--- src/rtl/i2s_tdm_transmitter.sv ---
`default_nettype none
// ============================================================================
// Module   : i2s_tdm_transmitter
// Brief    : I2S / left-justified / right-justified / TDM serialiser clocked by
//            codec BClk and LRClk, both oversampled on Clk.
// Revision : 1.0 - initial release
// ============================================================================
module i2s_tdm_transmitter #(
    parameter int SAMPLE_WIDTH = 16,
    parameter int SLOT_WIDTH   = 32,
    parameter int CHANNELS     = 2
) (
    input  logic                             Clk,
    input  logic                             RstN,
    input  logic                             BClk,
    input  logic                             LRClk,
    input  logic [1:0]                       Mode,
    input  logic [CHANNELS*SAMPLE_WIDTH-1:0] SampleIn,
    input  logic                             SampleValid,
    output logic                             SampleReady,
    output logic                             DacDat,
    output logic                             Underrun,
    output logic                             FrameErr
);

    localparam int c_frame_bits = CHANNELS * SLOT_WIDTH;
    localparam int c_cnt_w      = $clog2(c_frame_bits + 1);
    localparam int c_ch_w       = $clog2(CHANNELS);
    localparam int c_sbit_w     = $clog2(SAMPLE_WIDTH);
    localparam int c_word_w     = CHANNELS * SAMPLE_WIDTH;

    localparam logic [c_cnt_w-1:0] c_cnt_frame  = c_cnt_w'(c_frame_bits);
    localparam logic [c_cnt_w-1:0] c_cnt_last   = c_cnt_w'(c_frame_bits - 1);
    localparam logic [c_cnt_w-1:0] c_cnt_one    = c_cnt_w'(1);
    localparam logic [c_cnt_w-1:0] c_cnt_slot   = c_cnt_w'(SLOT_WIDTH);
    localparam logic [c_cnt_w-1:0] c_cnt_sample = c_cnt_w'(SAMPLE_WIDTH);
    localparam logic [c_cnt_w-1:0] c_cnt_smsb   = c_cnt_w'(SAMPLE_WIDTH - 1);
    localparam logic [c_cnt_w-1:0] c_cnt_rj     = c_cnt_w'(SLOT_WIDTH - SAMPLE_WIDTH);
    localparam logic               c_wrap_en    = (SAMPLE_WIDTH == SLOT_WIDTH);
    localparam logic [1:0]         c_mode_i2s   = 2'd0;
    localparam logic [1:0]         c_mode_rj    = 2'd2;

    typedef enum logic [0:0] {
        ST_IDLE = 1'b0,
        ST_RUN  = 1'b1
    } state_t;

    state_t                r_state;
    logic [2:0]            r_bclk_sync;
    logic [2:0]            r_lrclk_sync;
    logic [c_word_w-1:0]   r_hold;
    logic                  r_hold_valid;
    logic [c_word_w-1:0]   r_active;
    logic [1:0]            r_mode;
    logic [c_cnt_w-1:0]    r_frame_bit;
    logic                  r_prev_lsb;

    logic                  w_bfall;
    logic                  w_fstart;
    logic                  w_accept;
    logic                  w_frame_err;
    logic [c_cnt_w-1:0]    w_fb_next;
    logic [c_word_w-1:0]   w_active_next;
    logic [1:0]            w_mode_next;
    logic                  w_prev_next;
    logic [c_cnt_w-1:0]    w_offset;
    logic [c_cnt_w-1:0]    w_q;
    logic [c_cnt_w-1:0]    w_pos;
    logic [c_ch_w-1:0]     w_slot;
    logic [c_sbit_w-1:0]   w_bit;
    logic                  w_dat_next;
    logic [SAMPLE_WIDTH-1:0] w_words [CHANNELS];

    // Index [1] is the synchronised level, [2] its previous value.
    assign w_bfall     = r_bclk_sync[2] & ~r_bclk_sync[1];
    assign w_fstart    = r_lrclk_sync[2] & ~r_lrclk_sync[1];
    assign w_accept    = SampleValid & ~r_hold_valid;
    assign SampleReady = ~r_hold_valid;
    assign w_frame_err = w_fstart && (r_state == ST_RUN) &&
                         (r_frame_bit != '0) && (r_frame_bit < c_cnt_last);

    // Values as they will be after this edge; DacDat is derived from them.
    always_comb begin
        w_fb_next = r_frame_bit;
        if (w_fstart) begin
            w_fb_next = '0;
        end else if (w_bfall && (r_frame_bit != c_cnt_frame)) begin
            w_fb_next = r_frame_bit + c_cnt_one;
        end
    end

    assign w_active_next = w_fstart ? (r_hold_valid ? r_hold : '0) : r_active;
    assign w_mode_next   = w_fstart ? Mode : r_mode;
    assign w_prev_next   = w_fstart ? r_active[(CHANNELS-1)*SAMPLE_WIDTH] : r_prev_lsb;

    for (genvar ch = 0; ch < CHANNELS; ch++) begin : g_words
        assign w_words[ch] = w_active_next[ch*SAMPLE_WIDTH +: SAMPLE_WIDTH];
    end

    always_comb begin
        w_offset = '0;
        if (w_mode_next == c_mode_i2s) begin
            w_offset = c_cnt_one;
        end else if (w_mode_next == c_mode_rj) begin
            w_offset = c_cnt_rj;
        end
        w_q        = w_fb_next - w_offset;
        w_pos      = w_q % c_cnt_slot;
        w_slot     = c_ch_w'(w_q / c_cnt_slot);
        w_bit      = c_sbit_w'(c_cnt_smsb - w_pos);
        w_dat_next = 1'b0;
        if (w_fb_next != c_cnt_frame) begin
            // I2S bit 0 carries the tail of the previous frame's last channel.
            if ((w_mode_next == c_mode_i2s) && (w_fb_next == '0)) begin
                w_dat_next = c_wrap_en & w_prev_next;
            end else if ((w_fb_next >= w_offset) && (w_pos < c_cnt_sample)) begin
                w_dat_next = w_words[w_slot][w_bit];
            end
        end
    end

    always_ff @(posedge Clk or negedge RstN) begin
        if (!RstN) begin
            r_state      <= ST_IDLE;
            r_bclk_sync  <= '0;
            r_lrclk_sync <= '0;
            r_hold       <= '0;
            r_hold_valid <= 1'b0;
            r_active     <= '0;
            r_mode       <= '0;
            r_frame_bit  <= '0;
            r_prev_lsb   <= 1'b0;
            DacDat       <= 1'b0;
            Underrun     <= 1'b0;
            FrameErr     <= 1'b0;
        end else begin
            r_bclk_sync  <= {r_bclk_sync[1:0], BClk};
            r_lrclk_sync <= {r_lrclk_sync[1:0], LRClk};
            Underrun     <= 1'b0;
            FrameErr     <= 1'b0;

            // A word accepted on the frame-start cycle lands in hold for the next frame.
            if (w_fstart && r_hold_valid) begin
                r_hold_valid <= 1'b0;
            end else if (w_accept) begin
                r_hold       <= SampleIn;
                r_hold_valid <= 1'b1;
            end

            if ((r_state == ST_IDLE) && w_fstart) begin
                r_state <= ST_RUN;
            end

            if (w_fstart) begin
                r_mode     <= Mode;
                r_active   <= w_active_next;
                r_prev_lsb <= w_prev_next;
                Underrun   <= ~r_hold_valid;
                FrameErr   <= w_frame_err;
            end

            if (w_fstart || (w_bfall && (r_state == ST_RUN))) begin
                r_frame_bit <= w_fb_next;
                DacDat      <= w_dat_next;
            end
        end
    end

endmodule
`default_nettype wire

--- config.mk ---
export PLATFORM = sky130hd
export DESIGN_NAME = i2s_tdm_transmitter
export DESIGN_NICKNAME = d
export VERILOG_FILES = /design/src/rtl/i2s_tdm_transmitter.sv
export SDC_FILE = /design/constraint.sdc
export NUM_CORES = 1
export LEC_CHECK = 0
export ABC_AREA = 0
export ABC_CLOCK_PERIOD_IN_PS = 8510
export CORE_UTILIZATION = 25
export CTS_BUF_LIST = sky130_fd_sc_hd__clkbuf_8
export DETAILED_ROUTE_END_ITERATION = 10
export MAX_ROUTING_LAYER = met4
export PLACE_DENSITY_LB_ADDON = 0.05
export SLEW_MARGIN = 20
export SYNTH_ARGS = -nofsm -noshare
export SYNTH_HDL_FRONTEND = slang
export SYNTH_SLANG_ARGS = --single-unit
export TNS_END_PERCENT = 100
--- constraint.sdc ---
create_clock -name Clk -period 8.51 [get_ports Clk]
set_input_delay 1.702 -clock Clk [delete_from_list [all_inputs] [get_ports Clk]]
set_output_delay 1.702 -clock Clk [all_outputs]
set_load 0.1 [all_outputs]
==> results of run 1 <==
cell usage after synthesis (all sizes together) (4+ instances only):
cell / count / area, um2
ha: 5 / 62.56
mux2i: 12 / 132.6
a21oi: 8 / 40.04
nand4: 4 / 25.02
nor2: 4 / 15.01
buf: 8 / 40.04
clkbuf: 12 / 55.05
inv: 10 / 37.54
nand3: 33 / 170.2
o21ai: 7 / 35.03
nor4: 4 / 25.02
nand2: 85 / 319.1
dfrtp: 84 / 2102
mux2: 37 / 416.7
layout make-up:
| class | count | area share, % |
|---|---|---|
| Clock inverter | 5 | 1.086 |
| Multi-Input combinational cell | 254 | 36.70 |
| Clock buffer | 11 | 3.129 |
| Inverter | 10 | 0.7758 |
| Tap cell | 211 | 5.456 |
| Sequential cell | 84 | 43.44 |
| Timing Repair Buffer | 47 | 9.413 |
flip-flops by register name, summed over array words and instances, names as in the netlist:
register,flops
r_hold,32
r_hold_valid,1
r_mode,2
DacDat,1
r_state,1
r_lrclk_sync,3
r_active,32
Underrun,1
r_frame_bit,7
r_bclk_sync,3
FrameErr,1
critical path: cells and delay by family:
| kind | cells | cell delay, ns |
|---|---|---|
| compound gates | 5 | 0.72 |
| xor+xnor | 1 | 0.50 |
| fa+ha+maj | 1 | 0.26 |
| buf+inv | 1 | 0.47 |
| mux | 1 | 0.64 |
| simple gates | 3 | 0.38 |
per-stage QoR:
stage / std cells / area (um2) / hold WS [ns] / utilization (%) / total power (W)
2_1_floorplan: 368 / 4000 / 0.3312 / - / 0.0008371
3_3_place_gp: 606 / 4634 / 0.3374 / 30.04 / 0.0009462
3_5_place_dp: 606 / 4634 / 0.3410 / 30.04 / 0.0009501
4_1_cts: 622 / 4838 / 0.3490 / 31.36 / 0.001260
5_1_grt: 622 / 4838 / 0.3626 / 31.36 / 0.001323
6_report: 622 / 4838 / 0.3507 / 31.36 / 0.001232
routing by layer:
metal  up-vias  GRT usage (%)
met4         0          3.737
li1       1360              -
met3         5          3.867
met5         -              -
met1      1378          16.44
met2        44          19.59
final timing paths:
path,start,end,slack (ns)
worst max-delay path,Mode[0],DacDat,4.07
worst min-delay path,r_lrclk_sync[0],r_lrclk_sync[1],0.35
worst max register to register,r_frame_bit[0],DacDat,4.57
worst min register to register,r_lrclk_sync[0],r_lrclk_sync[1],0.35
max in group asynchronous,RstN,r_frame_bit[2],6.21
min in group asynchronous,RstN,r_state,1.30
cells by family after synthesis:
logic type	after synthesis
fa+ha+maj	5
simple gates	157
xor+xnor	4
mux	51
flops	84
compound gates	37
buf+inv	30
power by group:
| part | switching [W] | internal, W |
|---|---|---|
| sequential | 0.0000510 | 0.000509 |
| clock | 0.000148 | 0.000150 |
| combinational | 0.000209 | 0.000165 |
| total | 0.000408 | 0.000824 |
cell usage in the layout, fill, tap and decap left out, drive strengths merged, types with 3 or more instances in the layout:
cell | synthesis | routed
nor4 | 4 | 4
o21ai | 7 | 7
inv | 10 | 12
nand4 | 4 | 4
nor2b | 3 | 3
nor3 | 3 | 3
clkbuf | 12 | 11
nor2 | 4 | 4
nand2 | 85 | 85
clkdlybuf4s50 | 0 | 41
dfrtp | 84 | 84
mux2 | 37 | 37
ha | 5 | 5
a21oi | 8 | 8
nand3 | 33 | 33
or3 | 3 | 3
buf | 8 | 6
mux2i | 12 | 12
==> metrics, run 1 <==
register area share after synthesis a little over half; Final TNS setup 0 ns; H-tree Lvls 3; core area 15430 um2; endpoints failing setup 0; WL met2 about 4.1 mm; crit path cell chain clkdlybuf4s50_1 -> or3_1 -> o31ai_1 -> ha_1 -> and2b_2 -> nand2_1 -> o21ai_0 -> a31o_4 -> xnor2_4 -> mux4_1 -> a21oi_1 -> o32ai_1; mux cell area share after synthesis 15.05%; die height roughly 130 um; highest routed layer met4; Starting Density between 20% and 30%; hold depth 0; GRT overflow 0; post-route ant nets 0; R2R depth 15; Final period util about 52%; ant diodes 0; syn_nets about 400; Metal-1 WL 4.626 mm; drt pass-1 iters 4; first-pass GRT wire length between 15 and 20 mm; Worst Clk Skew approximately 0.011 ns; Final Max Tran Viols 0; crit-path max cell delay 0.64 ns; CTS root buffer clkbuf_8; ys async rst share between 90% and 100%; area delta synth->final 20.96%; drt total wl just over 9 mm; Crit path required time 8.76 ns; CTS buffer count 9; unrepaired setup endpoints after global routing false; mapped cell area roughly 4000 um2; Synth Area per Inst about 11 um2; row count 45; simple-gate share of the synthesized area about a fifth; PortBufs 42; vias in the first global route 2958; Cells after Synth ~370; final hold viol count 0; CP Capture Type register; critical-path cell with the highest stage delay mux4_1; power per cell area 254.6 nW/um2; routed len/inst about 15 um; Sequential Area ~2100 um2; vias per inst around 4.5; outcome finished clean; Crit Path Max Fanout 14; P_leak 2.169 nW; Reg clk slew, reported paths 0.09 ns; Least-Margin Pin Slew 1.010 ns; Post-layout nets 450; IO Count 43; Startpoint Class input port; Compound-Gate Fraction of Synth Area a little under 7%; initial DRC count 143; Yosys reg bits 84; share of layout cells above drive strength 1 between 10% and 20%; chip width approximately 130 um; Hold WC Path Type reg2reg; post-synthesis cell type count 58; number of flops mapped to enable cells by yosys 0; max-cap viol count 0; DRC viols 0; Total Die Area approximately 17000 um2; Synth Area in XOR/XNOR under 10%; final worst slack a little over 4 ns; gr usage total 12.86%; initial antenna violation count 0; DR vias between 2000 and 3000; GP Congestion around 0.82; Max IR drop VDD about 120 uV; Post-CTS Setup Bufs 0; clock tree from TritonCTS built; fmax between 200 and 250 MHz; ys flop type dfrtp_1; Rel. slew slack about 33%; CP arrival roughly 4.7 ns; Synth Warn # 0; post-route minimum period 4.441 ns; largest net degree at the start of global routing about 50; clock latency on the worst-skew pair about 0.37 ns; Clock Tree Buf Depth 2; clock tree sinks 84; adder-cell area share of the yosys netlist around 1.6%; post-CTS sizing 0; metal3 WL between 300 and 400 um; multi-input logic area ~1800 um2; largest family of logic cells by synthesized area simple AND/OR/NAND/NOR gates; post-DP HPWL between 6 and 7 mm; CTS Hold Buffers Added 0; worst slack, placed 3.697 ns; crit path kind in2reg; Fillers between 1500 and 2000
Note: power is estimated with default switching activity, not from simulation.
==> inputs of run 2 (changes only) <==
Settings changed: ABC_CLOCK_PERIOD_IN_PS 8510 to 3800.
Clock period 8.51 ns to 3.8 ns, I/O delays scaled along.
==> metrics, run 2 (synthesis results as in run 1) <==
flop2flop setup slack 0.19 ns (-4.38 ns); clock tree sinks 84 (unchanged); PortBufs 42 (unchanged); Startpoint Class register; core area 15430 um2 (unchanged); Clock Tree Buf Depth 2 (unchanged); GRT overflow 0 (unchanged); combinational share of power 32.4% (+2.0 points); IO Count 43 (unchanged); die height 128.5 um (unchanged); clock tree from TritonCTS built; vias in the first global route 3064 (+3.6%); CP startpoint r_frame_bit[1]; R2R depth 14 (-1); Crit Path Max Fanout 5 (-9); Crit path required time 4.05 ns (-4.71 ns); Least-Margin Pin Slew 0.9820 ns (-0.02756 ns); post-route ant nets 0 (unchanged); chip width 128.5 um (unchanged); DR vias 2878 (+3.3%); vias per inst 4.511 (+0.68%); outcome finished clean; share of layout cells above drive strength 1 21.31% (+3.8 points); Seq pwr share 45.5% (about the same); CP arrival 3.86 ns (-0.83 ns); GP Congestion 0.7873 (-3.4%); clock latency on the worst-skew pair 0.37 ns (about the same); Worst Clk Skew 0.01308 ns (+0.001698 ns); Starting Density 25.93% (unchanged); largest net degree at the start of global routing 71 (+45%); Fillers 1653 (+1.6%); Final TNS setup 0 ns (unchanged); endpoints failing setup 0 (unchanged); Cell Area, Placed 4692 um2 (+1.2%); crit path capture DacDat; drt pass-1 iters 4 (unchanged); area delta synth->final 24.02%; biggest regs r_active (32), r_hold (32), r_frame_bit (7); NetSw 0.0009253 W (+130%); row count 45 (unchanged); drt total wl 9.567 mm (+3.9%); Final Max Tran Viols 0 (unchanged); clock share of power 22.1% (-2.1 points); total internal power 0.001861 W (+130%); CTS root buffer clkbuf_8; ant diodes 0 (unchanged); max-cap viol count 0 (unchanged); worst r2r dst DacDat; crit path kind reg2reg; commonest non-fill, non-tap cell in the layout nand2_1; fin cells 638 (+2.6%); initial DRC count 127 (-11%); CTS Hold Buffers Added 0 (unchanged); Max IR drop VDD 213.5 uV (+82%); final hold viol count 0 (unchanged); final instance area 4961 um2 (+2.5%); Post-layout nets 467 (+3.8%); Reg clk slew, reported paths 0.09 ns (about the same); R2R Path Start r_frame_bit[1]; post-route minimum period about 3.6 ns; first-pass GRT wire length 16.08 mm (+3.0%); CTS buffer count 9 (unchanged); initial antenna violation count 0 (unchanged); unrepaired setup endpoints after global routing false; Final period util 95.10%; Hold WC Path Type reg2reg; DRC viols 0 (unchanged); Total Die Area 16510 um2 (unchanged); power per cell area 561.7 nW/um2 (+120%); CP Capture Type register; hold depth 0 (unchanged); H-tree Lvls 3 (unchanged); P_leak 2.246 nW (+3.5%); Rel. slew slack 34.33% (+1.8 points); Cells after DPL 614 (+1.3%); post-DP HPWL 6.585 mm (+6.3%); most frequent cells in the layout nand2_1 (85), dfrtp_1 (84), clkdlybuf4s50_1 (40); routed len/inst 15.00 um (+1.3%); Switching Share 33.21% (+0.085 points); gr usage total 13.15% (+0.29 points); fmax 276.7 MHz
==> run 2: cell count changes in the layout (fill, tap and decap cells not counted) <==
cell | previous run | this run
clkinvlp_4 | 2 | 1
clkinv_2 | 0 | 1
clkdlybuf4s50_1 | 41 | 40
ha_2 | 0 | 1
inv_1 | 12 | 11
xnor2_2 | 0 | 1
inv_2 | 0 | 1
clkinv_4 | 0 | 1
buf_6 | 0 | 2
buf_4 | 6 | 21
ha_1 | 5 | 4
clkbuf_8 | 11 | 9
==> run 2: repair_timing <==
action | in CTS | in global routing
setup endpoints to repair | 0 | 1
buffers inserted | 0 | 8
resized for setup | 0 | 4
==> run 2: power groups by stage <==
stage          sequential [W]  clock, W  combinational (W)
2_1_floorplan         0.00128         0           0.000590
3_3_place_gp          0.00128         0           0.000854
3_5_place_dp          0.00129         0           0.000863
4_1_cts               0.00127  0.000658           0.000868
5_1_grt               0.00131  0.000685            0.00100
6_report              0.00127  0.000615           0.000903
==> run 2: area by class of cell <==
| type | count | area (um2) | area share (%) |
|---|---|---|---|
| timing repair buffer | 63 | 580.6 | 11.70 |
| sequential | 84 | 2102 | 42.37 |
| clock buffer | 9 | 123.9 | 2.497 |
| inverter | 10 | 37.54 | 0.7566 |
| tap | 211 | 264.0 | 5.322 |
| multi-input combinational | 255 | 1794 | 36.17 |
| clock inverter | 6 | 58.81 | 1.185 |
==> run 2: worst max-delay path: stages, from the launching register on <==
cell and delay [ns]:
dfrtp_1 0.41, ha_1 0.19, nand3b_1 0.15, or3_1 0.37, a21oi_1 0.24, ha_1 0.25, and2b_2 0.25, nand2_1 0.06
o21ai_0 0.10, a31o_4 0.27, xnor2_4 0.30, buf_6 0.14, mux4_1 0.53, a21oi_1 0.15, o32ai_1 0.08
==> run 2: through the flow <==
| step | util, % | worst slack, ns | power, W | hold WS [ns] |
|---|---|---|---|---|
| global route | 32.16 | 0.001002 | 0.002994 | 0.3705 |
| floorplan | - | 0.2436 | 0.001875 | 0.3312 |
| global placement | 30.41 | 0.1736 | 0.002139 | 0.3415 |
| finish | 32.16 | 0.1862 | 0.002786 | 0.3440 |
| CTS | 31.60 | 0.04937 | 0.002799 | 0.3510 |
| detailed placement | 30.41 | 0.08354 | 0.002155 | 0.3373 |
==> run 2: worst min-delay path by stage <==
stage / from / endpoint
after global placement: r_bclk_sync[0] / r_bclk_sync[1]
after floorplan: r_bclk_sync[0] / r_bclk_sync[1]
after global routing: r_bclk_sync[0] / r_bclk_sync[1]
final: r_bclk_sync[0] / r_bclk_sync[1]
after detailed placement: r_bclk_sync[0] / r_bclk_sync[1]
after CTS: r_bclk_sync[0] / r_bclk_sync[1]
==> run 2: per-layer routing <==
metal	part of all wire [%]	track usage (%)	wire, um
met1	47	16.18	4544
met4	1.5	4.291	148
met3	3.2	3.909	306
met2	48	20.60	4568
met5	0	-	0
==> inputs of run 3 (changes only) <==
Settings changed: CTS_BUF_LIST sky130_fd_sc_hd__clkbuf_8 to unset.
==> metrics, run 3 (synthesis results as in run 1) <==
vias per inst 4.525 (+0.31%); fmax 274.8 MHz (-0.68%); first-pass GRT wire length 16.20 mm (+0.77%); DR vias 2887 (+0.31%); fin cells 638 (unchanged); Hold Crit Start r_bclk_sync[0]; core area 15430 um2 (unchanged); CTS root buffer clkbuf_16; Worst Clk Skew 0.009107 ns (-0.003974 ns); CP startpoint r_frame_bit[1]; NetSw 0.0009549 W (+3.2%); post-DP HPWL 6.585 mm (unchanged); drt pass-1 iters 4 (unchanged); Clock Tree Buf Depth 2 (unchanged); initial antenna violation count 0 (unchanged); clock latency on the worst-skew pair 0.35 ns (-0.02 ns); area delta synth->final 26.56%; chip width 128.5 um (unchanged); GRT overflow 0 (unchanged); drt total wl 9.598 mm (+0.32%); total internal power 0.002074 W (+11%); Cells after DPL 614 (unchanged); Final Max Tran Viols 0 (unchanged); post-route minimum period 3.639 ns (+0.02483 ns); routed len/inst 15.04 um (+0.32%); crit path kind reg2reg; ant diodes 0 (unchanged); DRC viols 0 (unchanged); die height 128.5 um (unchanged); final hold viol count 0 (unchanged); largest net degree at the start of global routing 71 (unchanged); power per cell area 598.3 nW/um2 (+6.5%); multi-input logic area 1794 um2 (unchanged); share of layout cells above drive strength 1 21.31% (unchanged); Rel. slew slack 34.33% (unchanged); GP Congestion 0.7873 (unchanged); Hold WC Path Type reg2reg; Reg clk slew, reported paths 0.06 ns (-0.03 ns); Util after Layout 32.81% (+0.66 points); R2R Path Start r_frame_bit[1]; Fillers 1640 (-0.79%); initial DRC count 140 (+10%); biggest regs r_active (32), r_hold (32), r_frame_bit (7); Switching Share 31.53% (-1.7 points); Max IR drop VDD 239.3 uV (+12%); clock share of power 28.3% (+6.2 points); combinational share of power 29.8% (-2.6 points); Post-layout nets 467 (unchanged); Least-Margin Pin Slew 0.9820 ns (+0.0000002384 ns); Final period util 95.75% (+0.65 points); outcome finished clean; Sequential Area 2102 um2 (unchanged); clock tree from TritonCTS built; CTS buffer count 9 (unchanged); commonest non-fill, non-tap cell in the layout nand2_1; most frequent cells in the layout nand2_1 (85), dfrtp_1 (84), clkdlybuf4s50_1 (40); unrepaired setup endpoints after global routing false; IO Count 43 (unchanged); Crit path required time 4.02 ns (-0.03 ns); post-route ant nets 0 (unchanged); Crit Path Max Fanout 5 (unchanged); gr usage total 13.38% (+0.23 points); endpoints failing setup 0 (unchanged); H-tree Lvls 3 (unchanged); Seq pwr share 42.0% (-3.5 points); Starting Density 25.93% (unchanged); CP arrival 3.86 ns (about the same); Final TNS setup 0 ns (unchanged); Total Die Area 16510 um2 (unchanged); max-cap viol count 0 (unchanged); vias in the first global route 3084 (+0.65%); PortBufs 42 (unchanged); clock tree sinks 84 (unchanged); CP Capture Type register; P_leak 2.284 nW (+1.7%); row count 45 (unchanged); Startpoint Class register
## run 3: changes by cell type in the layout (fill, tap and decap cells not counted)
cell | previous run | this run
clkbuf_1 | 0 | 2
clkbuf_16 | 0 | 9
clkbuf_8 | 9 | 0
inv_1 | 11 | 9
## run 3: power by group through the flow
stage | Sequential [W] | Combinational, W | Clock [W]
after floorplan | 0.00128 | 0.000590 | 0
after global placement | 0.00128 | 0.000854 | 0
after detailed placement | 0.00129 | 0.000863 | 0
after CTS | 0.00127 | 0.000868 | 0.000899
after global routing | 0.00131 | 0.00100 | 0.000933
final | 0.00127 | 0.000901 | 0.000856
## run 3: timing repair
| item | in CTS | in global routing |
|---|---|---|
| hold endpoints to repair | 0 | 0 |
| resized for setup | 0 | 4 |
| setup buffers | 0 | 8 |
| setup endpoints to repair | 0 | 1 |
| hold buffers | 0 | 0 |
## run 3: metrics by stage
stage	power, W	instance area (um2)	setup slack [ns]	hold WS [ns]
after global placement	0.002139	4692	0.1736	0.3415
after global routing	0.003244	5062	0.002818	0.3647
after detailed placement	0.002155	4692	0.08354	0.3373
final	0.003029	5062	0.1614	0.3446
after floorplan	0.001875	4000	0.2436	0.3312
after CTS	0.003041	4976	0.04318	0.3492
## run 3: critical path: stages (launching register included)
cell	delay (ns)
dfrtp_1	0.40
ha_1	0.18
nand3b_1	0.15
or3_1	0.38
a21oi_1	0.25
ha_1	0.25
and2b_2	0.25
nand2_1	0.06
o21ai_0	0.10
a31o_4	0.27
xnor2_4	0.30
buf_6	0.14
mux4_1	0.53
a21oi_1	0.16
o32ai_1	0.08
## run 3: path summary, 6_finish.rpt
path | end | slack [ns] | cells past startpoint
setup reg to reg | DacDat | 0.16 | 14
hold reg to reg | r_bclk_sync[1] | 0.34 | 0
max in group asynchronous | r_active[9] | 2.55 | 2
hold / removal | r_bclk_sync[1] | 0.34 | 0
min in group asynchronous | r_bclk_sync[1] | 0.55 | 1
setup / recovery | DacDat | 0.16 | 14
## run 3: layout make-up
cell class	count	share of cell area, %
Sequential cell	84	41.52
Clock buffer	11	4.597
Multi-Input combinational cell	255	35.44
Clock inverter	4	1.013
Inverter	10	0.7415
Tap cell	211	5.215
Timing Repair Buffer	63	11.47
## run 3: metal layers
layer	vias to the layer above	track usage, %	routed length (um)
met1	1429	16.37	4513
met4	0	5.606	210
met2	41	20.45	4546
met5	-	-	0
li1	1403	-	-
met3	14	4.075	327
